==> config.mk <==
export PLATFORM = sky130hd
export DESIGN_NAME = monster_wave_ctrl
export DESIGN_NICKNAME = d
export VERILOG_FILES = /design/src/rtl/monster_wave_ctrl.sv
export SDC_FILE = /design/constraint.sdc
export NUM_CORES = 1
export LEC_CHECK = 0
export ABC_AREA = 1
export BUFFER_PORTS_ARGS = -buffer_cell sky130_fd_sc_hd__clkbuf_2
export CORE_MARGIN = 1.5
export CORE_UTILIZATION = 40
export CTS_BUF_LIST = sky130_fd_sc_hd__clkbuf_16
export DETAILED_ROUTE_END_ITERATION = 6
export PLACE_DENSITY = 0.68
export SETUP_SLACK_MARGIN = 0.05
export SLEW_MARGIN = 40
export SYNTH_ARGS = -nofsm -noshare
export SYNTH_HDL_FRONTEND = slang
export SYNTH_SLANG_ARGS = --single-unit
==> constraint.sdc <==
create_clock -name clk -period 1.7 [get_ports clk]
set_input_delay 0.34 -clock clk [delete_from_list [all_inputs] [get_ports clk]]
set_output_delay 0.34 -clock clk [all_outputs]
set_load 0.05 [all_outputs]
==> src/rtl/monster_wave_ctrl.sv <==
// Purpose: per-stage monster sequencer; releases slots on a fixed cadence,
//          seeds each slot's RNG, arbitrates one weapon hit per swing,
//          counts kills and flags stage-clear.
// Latency: all outputs registered; hit_grant_o follows its candidate cycle
//          by one clock, a stage change clears outputs on the next clock.
// Backpressure: none; level inputs are sampled every cycle, nothing stalls.
// Ports:
//   clk, rst            clock and asynchronous active-high reset
//   stage_i             current stage (0, e, f are non-playable)
//   attack_active_i     weapon swing in progress (level)
//   slot_hit_i          raw weapon/monster overlap per slot
//   slot_dead_i         per-slot is_dead
//   slot_state_i        per-slot 4-bit state, slot i at [4i+3:4i]
//   slot_enable_o       slot released and live in this stage
//   hit_grant_o         one-hot, one-cycle weapon-collision grant
//   seed_bus_o          per-slot 13-bit seed, slot i at [13i+12:13i]
//   kill_count_o        kills this stage, saturating at 255
//   stage_clear_o       current stage cleared
//   ctrl_state_o        FSM state for debug
module monster_wave_ctrl #(
  parameter int          N_SLOTS     = 4,
  parameter logic [15:0] SPAWN_GAP   = 16'd200,
  parameter logic [12:0] SEED_STRIDE = 13'd617
) (
  input  logic                   clk,
  input  logic                   rst,
  input  logic [3:0]             stage_i,
  input  logic                   attack_active_i,
  input  logic [N_SLOTS-1:0]     slot_hit_i,
  input  logic [N_SLOTS-1:0]     slot_dead_i,
  input  logic [4*N_SLOTS-1:0]   slot_state_i,
  output logic [N_SLOTS-1:0]     slot_enable_o,
  output logic [N_SLOTS-1:0]     hit_grant_o,
  output logic [13*N_SLOTS-1:0]  seed_bus_o,
  output logic [7:0]             kill_count_o,
  output logic                   stage_clear_o,
  output logic [1:0]             ctrl_state_o
);

  typedef enum logic [1:0] {
    IDLE   = 2'd0,
    SPAWN  = 2'd1,
    ACTIVE = 2'd2,
    CLEAR  = 2'd3
  } state_e;

  localparam logic [3:0]         N_SLOTS_W = 4'(N_SLOTS);
  localparam logic [N_SLOTS-1:0] ONE_N     = N_SLOTS'(1);

  state_e                  state_q;
  logic [3:0]              stage_q;
  logic                    attack_q;
  logic                    armed_q;
  logic [N_SLOTS-1:0]      slot_enable_q;
  logic [N_SLOTS-1:0]      hit_grant_q;
  logic [13*N_SLOTS-1:0]   seed_q;
  logic [7:0]              kill_q;
  logic                    stage_clear_q;
  logic [15:0]             gap_q;
  logic [3:0]              idx_q;

  logic                    playable;
  logic [3:0]              target;
  logic                    leave;
  logic                    attack_rise;
  logic [N_SLOTS-1:0]      cands;
  logic [N_SLOTS-1:0]      grant_d;
  logic                    grant_ok;
  logic [N_SLOTS-1:0]      slot_done;
  logic                    all_done;
  logic [13*N_SLOTS-1:0]   seed_d;

  assign playable    = !((stage_i == 4'h0) || (stage_i == 4'he) || (stage_i == 4'hf));
  assign target      = (stage_i > N_SLOTS_W) ? N_SLOTS_W : stage_i;

  // Any stage edit (or losing playability) outside IDLE tears the stage down.
  assign leave       = (state_q != IDLE) && ((stage_i != stage_q) || !playable);
  assign attack_rise = attack_active_i && !attack_q;

  // Dead slots are excluded so a corpse can never soak up a swing.
  assign cands    = slot_hit_i & slot_enable_q & ~slot_dead_i;
  assign grant_d  = cands & (~cands + ONE_N);  // isolate lowest set bit
  assign grant_ok = armed_q && (cands != '0) && !leave &&
                    ((state_q == SPAWN) || (state_q == ACTIVE));

  for (genvar g = 0; g < N_SLOTS; g++) begin : g_slot
    logic [12:0] seed_raw;
    assign seed_raw = {stage_i, 9'd0} ^ 13'((g + 1) * SEED_STRIDE);
    // A zero seed would lock an LFSR, so it is nudged to 1.
    assign seed_d[13*g +: 13] = (seed_raw == 13'd0) ? 13'd1 : seed_raw;
    // A slot counts as finished when unused, or dead with its death
    // animation complete (state f).
    assign slot_done[g] = ~slot_enable_q[g] |
                          (slot_dead_i[g] & (slot_state_i[4*g +: 4] == 4'hf));
  end

  assign all_done = &slot_done;

  always_ff @(posedge clk or posedge rst) begin
    if (rst) begin
      state_q       <= IDLE;
      stage_q       <= 4'h0;
      attack_q      <= 1'b0;
      armed_q       <= 1'b0;
      slot_enable_q <= '0;
      hit_grant_q   <= '0;
      seed_q        <= '0;
      kill_q        <= 8'd0;
      stage_clear_q <= 1'b0;
      gap_q         <= 16'd0;
      idx_q         <= 4'd0;
    end else begin
      stage_q     <= stage_i;
      attack_q    <= attack_active_i;
      hit_grant_q <= '0;

      // One arm per swing: set on the rising edge, consumed by a grant,
      // dropped when the swing ends.
      if (!attack_active_i) begin
        armed_q <= 1'b0;
      end else if (attack_rise) begin
        armed_q <= 1'b1;
      end else if (grant_ok) begin
        armed_q <= 1'b0;
      end

      if (leave) begin
        state_q       <= IDLE;
        slot_enable_q <= '0;
        kill_q        <= 8'd0;
        stage_clear_q <= 1'b0;
        gap_q         <= 16'd0;
        idx_q         <= 4'd0;
        armed_q       <= 1'b0;
      end else begin
        if (grant_ok) begin
          hit_grant_q <= grant_d;
          if (kill_q != 8'hff) begin
            kill_q <= kill_q + 8'd1;
          end
        end

        case (state_q)
          IDLE: begin
            kill_q        <= 8'd0;
            stage_clear_q <= 1'b0;
            gap_q         <= 16'd0;
            if (playable) begin
              state_q       <= SPAWN;
              seed_q        <= seed_d;
              slot_enable_q <= ONE_N;
              idx_q         <= 4'd1;
            end else begin
              slot_enable_q <= '0;
              idx_q         <= 4'd0;
            end
          end
          SPAWN: begin
            if (idx_q == target) begin
              state_q <= ACTIVE;
            end else if (gap_q == SPAWN_GAP - 16'd1) begin
              slot_enable_q <= slot_enable_q | (ONE_N << idx_q);
              idx_q         <= idx_q + 4'd1;
              gap_q         <= 16'd0;
            end else begin
              gap_q <= gap_q + 16'd1;
            end
          end
          ACTIVE: begin
            if (all_done) begin
              state_q       <= CLEAR;
              stage_clear_q <= 1'b1;
            end
          end
          default: begin
            // CLEAR holds until the stage changes.
          end
        endcase
      end
    end
  end

  assign slot_enable_o = slot_enable_q;
  assign hit_grant_o   = hit_grant_q;
  assign seed_bus_o    = seed_q;
  assign kill_count_o  = kill_q;
  assign stage_clear_o = stage_clear_q;
  assign ctrl_state_o  = state_q;

endmodule
# After elaboration in Yosys (flattened, before gate mapping)
# Index checks and enable logic that the tools add are counted.
[word_totals] wordCells=126 register_bits=97 out_inout_bits=71 in_bits=31
[op_classes] magnitude_cmp=1 n_reduce_logical=31 n_shift=1 muxes=36 n_eq_ne=18 bitwise=24 add_sub_neg=4
[ops] cell="$logic_not A13 Y1" n=4
[ops] cell="$mux W13" n=4
[ops] cell="$mux W16" n=3
[ops] cell="$mux W4" n=9
[ops] cell="$mux W8" n=4
[ops] cell="$pmux W16 S2" n=1
[ops] cell="$eq A4 B4 Y1 const B" n=6
[ops] cell="$add A16 B1 Y16 const B" n=1
[ops] cell="$eq A16 B8 Y1 const B" n=1
[ops] cell="$pmux W4 S2" n=2
[ops] cell="$not A5 Y5" n=3
[ops] cell="$and A4 B4 Y4" n=3
[ops] cell="$reduce_bool A3 Y1" n=4
[ops] cell="$ne A3 B3 Y1 const B" n=3
[ops] cell="$add A4 B1 Y4 const B" n=2
[ops] cell="$add A8 B1 Y8 const B" n=1
[ops] cell="$mux W2" n=4
[ops] cell="$ne A8 B8 Y1 const B" n=1
[ops] cell="$not A4 Y4" n=2
[ops] cell="$not A8 Y8" n=1
[ops] cell="$reduce_and A4 Y1" n=2
[ops] cell="$reduce_bool A4 Y1" n=2
[ops] cell="$mux W1" n=7
[ops] cell="$ne A3 B2 Y1 const B" n=2
[ops] cell="other kinds (21)" n=43

# Longest topological paths before layout
[logic_depth] depth_word=12 depth_mapped=13 mapped_depth_nobuf=13

# Worst setup path after synthesis
# Ideal clock, no wire load.
[synth_timing] kind="flip-flop to flip-flop" start="register state_q[1] (netlist: ctrl_state_o[1])" end="register slot_enable_q[0] (netlist: slot_enable_o[0])" path_stages_with_launch=9 path_slack_ns=-0.309 path_buffers=1 t_arrival_ns=1.886 required_ns=1.577 period_less_slack_ns=2.009 setup_time_ns=0.123 path_cell_list="dfrtp_1 -> inv_1 -> ha_1 -> clkinv_1 -> nand2_4 -> nand3_2 -> nand3_2 -> buf_6 -> o21ai_1"
[synth_via] elab_chain_cells=4 elab_cells_between_ends=10 cone_classes="eq/ne: 3; mux: 2; reduce/logical: 5"
[synth_rtl] item="from (decl)" line="50" rtl="state_e state_q;"
[synth_rtl] item="from (signal assigned)" line="101" rtl="state_q <= IDLE;"
[synth_rtl] item="from (signal assigned)" line="128" rtl="state_q <= IDLE;"
[synth_rtl] item="from (signal assigned)" line="149" rtl="state_q <= SPAWN;"
[synth_rtl] item="$reduce_bool A2 Y1" line="77" rtl="assign leave = (state_q != IDLE) && ((stage_i != stage_q) || !playable);"
[synth_rtl] item="$logic_and A1 B1 Y1" line="77"
[synth_rtl] item="$ne A3 B2 Y1 (no line), or another cell as far along"
[synth_rtl] item="$reduce_and A3 Y1 (no line)"
[synth_rtl] item="to (signal assigned)" line="162" rtl="slot_enable_q <= slot_enable_q | (ONE_N << idx_q);"
[synth_rtl] item="to (decl)" line="54" rtl="logic [N_SLOTS-1:0] slot_enable_q;"
# Several ways; a longest one is shown, not always the timed one.
# A chain may end at the register's enable or synchronous reset.

# Worst setup path after layout
[layout_timing] start="register state_q[0] (netlist: ctrl_state_o[0])" end="register gap_q[4]"
[layout_via] elab_chain_cells=4 elab_cells_between_ends=9 cone_classes="eq/ne: 2; mux: 2; reduce/logical: 5"
[layout_rtl] item="$reduce_bool A2 Y1" line="77"
[layout_rtl] item="$logic_and A1 B1 Y1" line="77"
[layout_rtl] item="$ne A3 B3 Y1 (no line) / $reduce_bool A3 Y1 (equally long branches)"
[layout_rtl] item="$reduce_and A2 Y1 (no line)"
[layout_rtl] item="to (signal assigned)" line="166" rtl="gap_q <= gap_q + 16'd1;"
[layout_rtl] item="to (decl)" line="59" rtl="logic [15:0] gap_q;"
# Several ways; a longest one is shown, not always the timed one.

==> flow_summary.yaml <==
floorplanning:
  start_util: 0.413
  ioPinCount: 102
  die_h_um: 97.9
  die_x_um: 97.9
  dieArea_sq_mm: 0.00959
  core_area_sq_mm: 0.00872
  rows: 34
yosys:
  synth_top_family_by_area: "simple AND/OR/NAND/NOR gates"
  synthSimpleGateAreaFrac: 0.363
  postSynthAreaPerCell_sq_um: 7.43
  synth_cell_types: 40
  syn-cell-area_sq_mm: 0.00361
  synth_area_leaders: "dfrtp_1, nand2_1, buf_4"
  netlist.area_leader.share: 0.368
  synthFlopType: "dfrtp_1"
  synth_compound_area_frac: 0.0784
  synth_edf_count: 0
  yosysSeqAreaShare: 0.368
  synthCells: 485
  yosys-top-cells-count: "nand2_1, dfrtp_1, buf_4, inv_1, nand3_1"
  ys_seq_elements: 53
  synthMuxAreaShare: 0
  synth_xor_area_frac: 0.00729
  yosys_warnings: 0
  synthAdderAreaFrac: 0.0208
  yosysMostFrequentCell: "nand2_1"
  yosysTopAreaCell: "dfrtp_1"
  synth_async_sr_flop_share: 1.00
power:
  finalPower_uw: 6520
  p_sw_frac: 0.500
  pwr-share-seq: 0.256
  p_leak_uw: 0.00227
  p_per_area_mw_per_mm2: 1410
  p_switching_uw: 3260
  power.internal_uw: 3260
  p_clk_frac: 0.161
  vdd_drop_max_mv: 0.612
  power_frac_comb: 0.583
final_layout:
  drive_gt1_frac: 0.367
  design_area_sq_mm: 0.00461
  num_antenna_cells: 0
  syn2layout_area_growth_pct: 27.9
  nNetsFinal: 633
cts:
  clk_path_buf_depth: 2
  cts_made_buffers: 5
  clock-root-buffer: "clkbuf_16"
  clock_latency_ns: 0.29
  cts_tree: "done"
  cts.sinks: 53
  ctsHoldBuffers: 0
  htreeDepth: 2
  clk_pin_slew_ns: 0.08
setup_path:
  cp.arrival_ns: 1.86
  startpoint_type: "flip-flop"
  max_stage_delay_ns: 0.45
  end_kind: "flip-flop"
  r2r_start: "ctrl_state_o[0]$_DFFE_PP0P_"
  startpoint: "ctrl_state_o[0]$_DFFE_PP0P_"
  cp_cell_sequence: "inv_2, ha_4, clkinv_2, nand2_8, buf_4, nand4_1, o21ai_0"
  worst_path_max_delay_cell: "dfrtp_2"
  worstPathRequired_ns: 1.89
  worstPathMaxFanout: 14
  worstSetupPathType: "reg -> reg"
grt:
  grt_max_degree: 54
  antenna_found_initial: 0
  grt_first_pass_wirelength_um: 14800
  grt_pass1_vias: 3254
  grt_overflow: 0
  grt_util_all_layers: 0.185
timing:
  holdWs_ns: 0.102
  finalHoldViolCount: 0
  finClkSkew_ns: 0.00457
  finalCritPeriodShare: 0.980
  fmax_mhz: 600
  maxSlewViolCount: 0
  final-setup-viol-count: 0
  rsz0062_at_grt: "yes"
  fin_crit_ns: 1.67
drt:
  routed_via_density: 4.98
  first_iter_violations: 130
  drc_errors: 0
  routed_wl_um: 9170
  first_pass_iters: 4
  num_vias: 3514
  routedWlPerCell_um: 13.0
  drtAntennaViolNets: 0
run_status:
  status: "finished clean"
placement:
  gp_congestion: 0.945
  placed_cell_area_sq_mm: 0.00428
  io_buffer_count: 83
  dpl.hpwl_um: 6800
job:
  drv_cap: 0
min_path:
  hold_class: "in -> async"
==> repair_timing <==
action	4_1_cts	5_1_grt
resized for setup	1	32
buffers inserted	0	6
setup endpoints to repair	18	37
pin swaps	0	7
cloned	0	1
==> state kept, by name, summed over array words and instances (netlist names) <==
| register | cells |
|---|---|
| armed_q | 1 |
| attack_q | 1 |
| ctrl_state_o | 2 |
| gap_q | 16 |
| hit_grant_o | 4 |
| idx_q | 4 |
| kill_count_o | 8 |
| seed_bus_o | 8 |
| slot_enable_o | 4 |
| stage_clear_o | 1 |
| stage_q | 4 |
==> cell families (layout without fill, tap and decap cells) <==
kind of cell,count (synthesis),after routing
flops,53,53
other cells,1,18
fa+ha+maj,6,6
simple gates,270,270
buf+inv,103,198
compound gates,49,49
xor+xnor,3,3
==> path summary, 6_finish.rpt <==
path / endpoint / slack [ns] / cells past startpoint
setup / recovery: gap_q[4]$_DFFE_PP0P_ / 0.03 / 7
hold / removal: gap_q[3]$_DFFE_PP0P_ / 0.10 / 3
setup reg to reg: gap_q[4]$_DFFE_PP0P_ / 0.03 / 7
hold reg to reg: armed_q$_DFFE_PP0P_ / 0.42 / 1
max in group asynchronous: ctrl_state_o[1]$_DFFE_PP0P_ / 1.34 / 3
min in group clk: attack_q$_DFF_PP0_ / 0.17 / 1
==> layout make-up <==
cell class	count	area [sq um]
inverter	51	196
timing repair buffer	139	907
multi-input combinational	346	1890
fill	806	4110
clock buffer	5	125
tap	108	135
clock inverter	3	25.0
sequential	53	1340
==> critical path: cells and delay by family, from the launching register on <==
| kind | cells | cell delay (ns) |
|---|---|---|
| compound gates | 1 | 0.24 |
| fa+ha+maj | 1 | 0.14 |
| buf+inv | 3 | 0.47 |
| flops | 1 | 0.45 |
| simple gates | 2 | 0.26 |
==> layout by cell type, fill, tap and decap left out, drive strengths merged <==
cell	count
o211ai	1
nor3	10
clkbuf	89
nor4	2
clkinvlp	2
nand4	24
clkinv	1
xor2	2
buf	55
or2	7
dfrtp	53
o21bai	1
nor2	35
a31oi	2
a21boi	2
inv	51
conb	18
nand3	47
ha	6
nand2	139
o21ai	39
nand3b	3
xnor2	1
o21a	1
a21oi	3
nor3b	3
==> routing by layer <==
metal	share of wire	track usage
met1	0.43	0.234
met2	0.50	0.327
met3	0.054	0.0322
met4	0.014	0.0429
met5	0	0
==> stage by stage <==
stage                     TNS (ns)  worst slack [ns]  instances  utilization
after floorplan             -0.291           -0.0365        502            -
final                            0            0.0339        705        0.529
after detailed placement    -0.625           -0.0701        690        0.491
after CTS                        0            0.0649        698        0.508
after global routing        -0.113           -0.0812        705        0.529
after global placement     -0.0351           -0.0164        690        0.491
==> power groups by stage <==
| stage | logic, uW | clock network [uW] | registers (uW) |
|---|---|---|---|
| finish | 3800 | 1050 | 1670 |
| global route | 4060 | 1140 | 1700 |
| CTS | 3600 | 1090 | 1660 |
| detailed placement | 3590 | 0 | 1690 |
| global placement | 3550 | 0 | 1680 |
| floorplan | 2140 | 0 | 2210 |
Note: power is estimated with default switching activity, not from simulation.
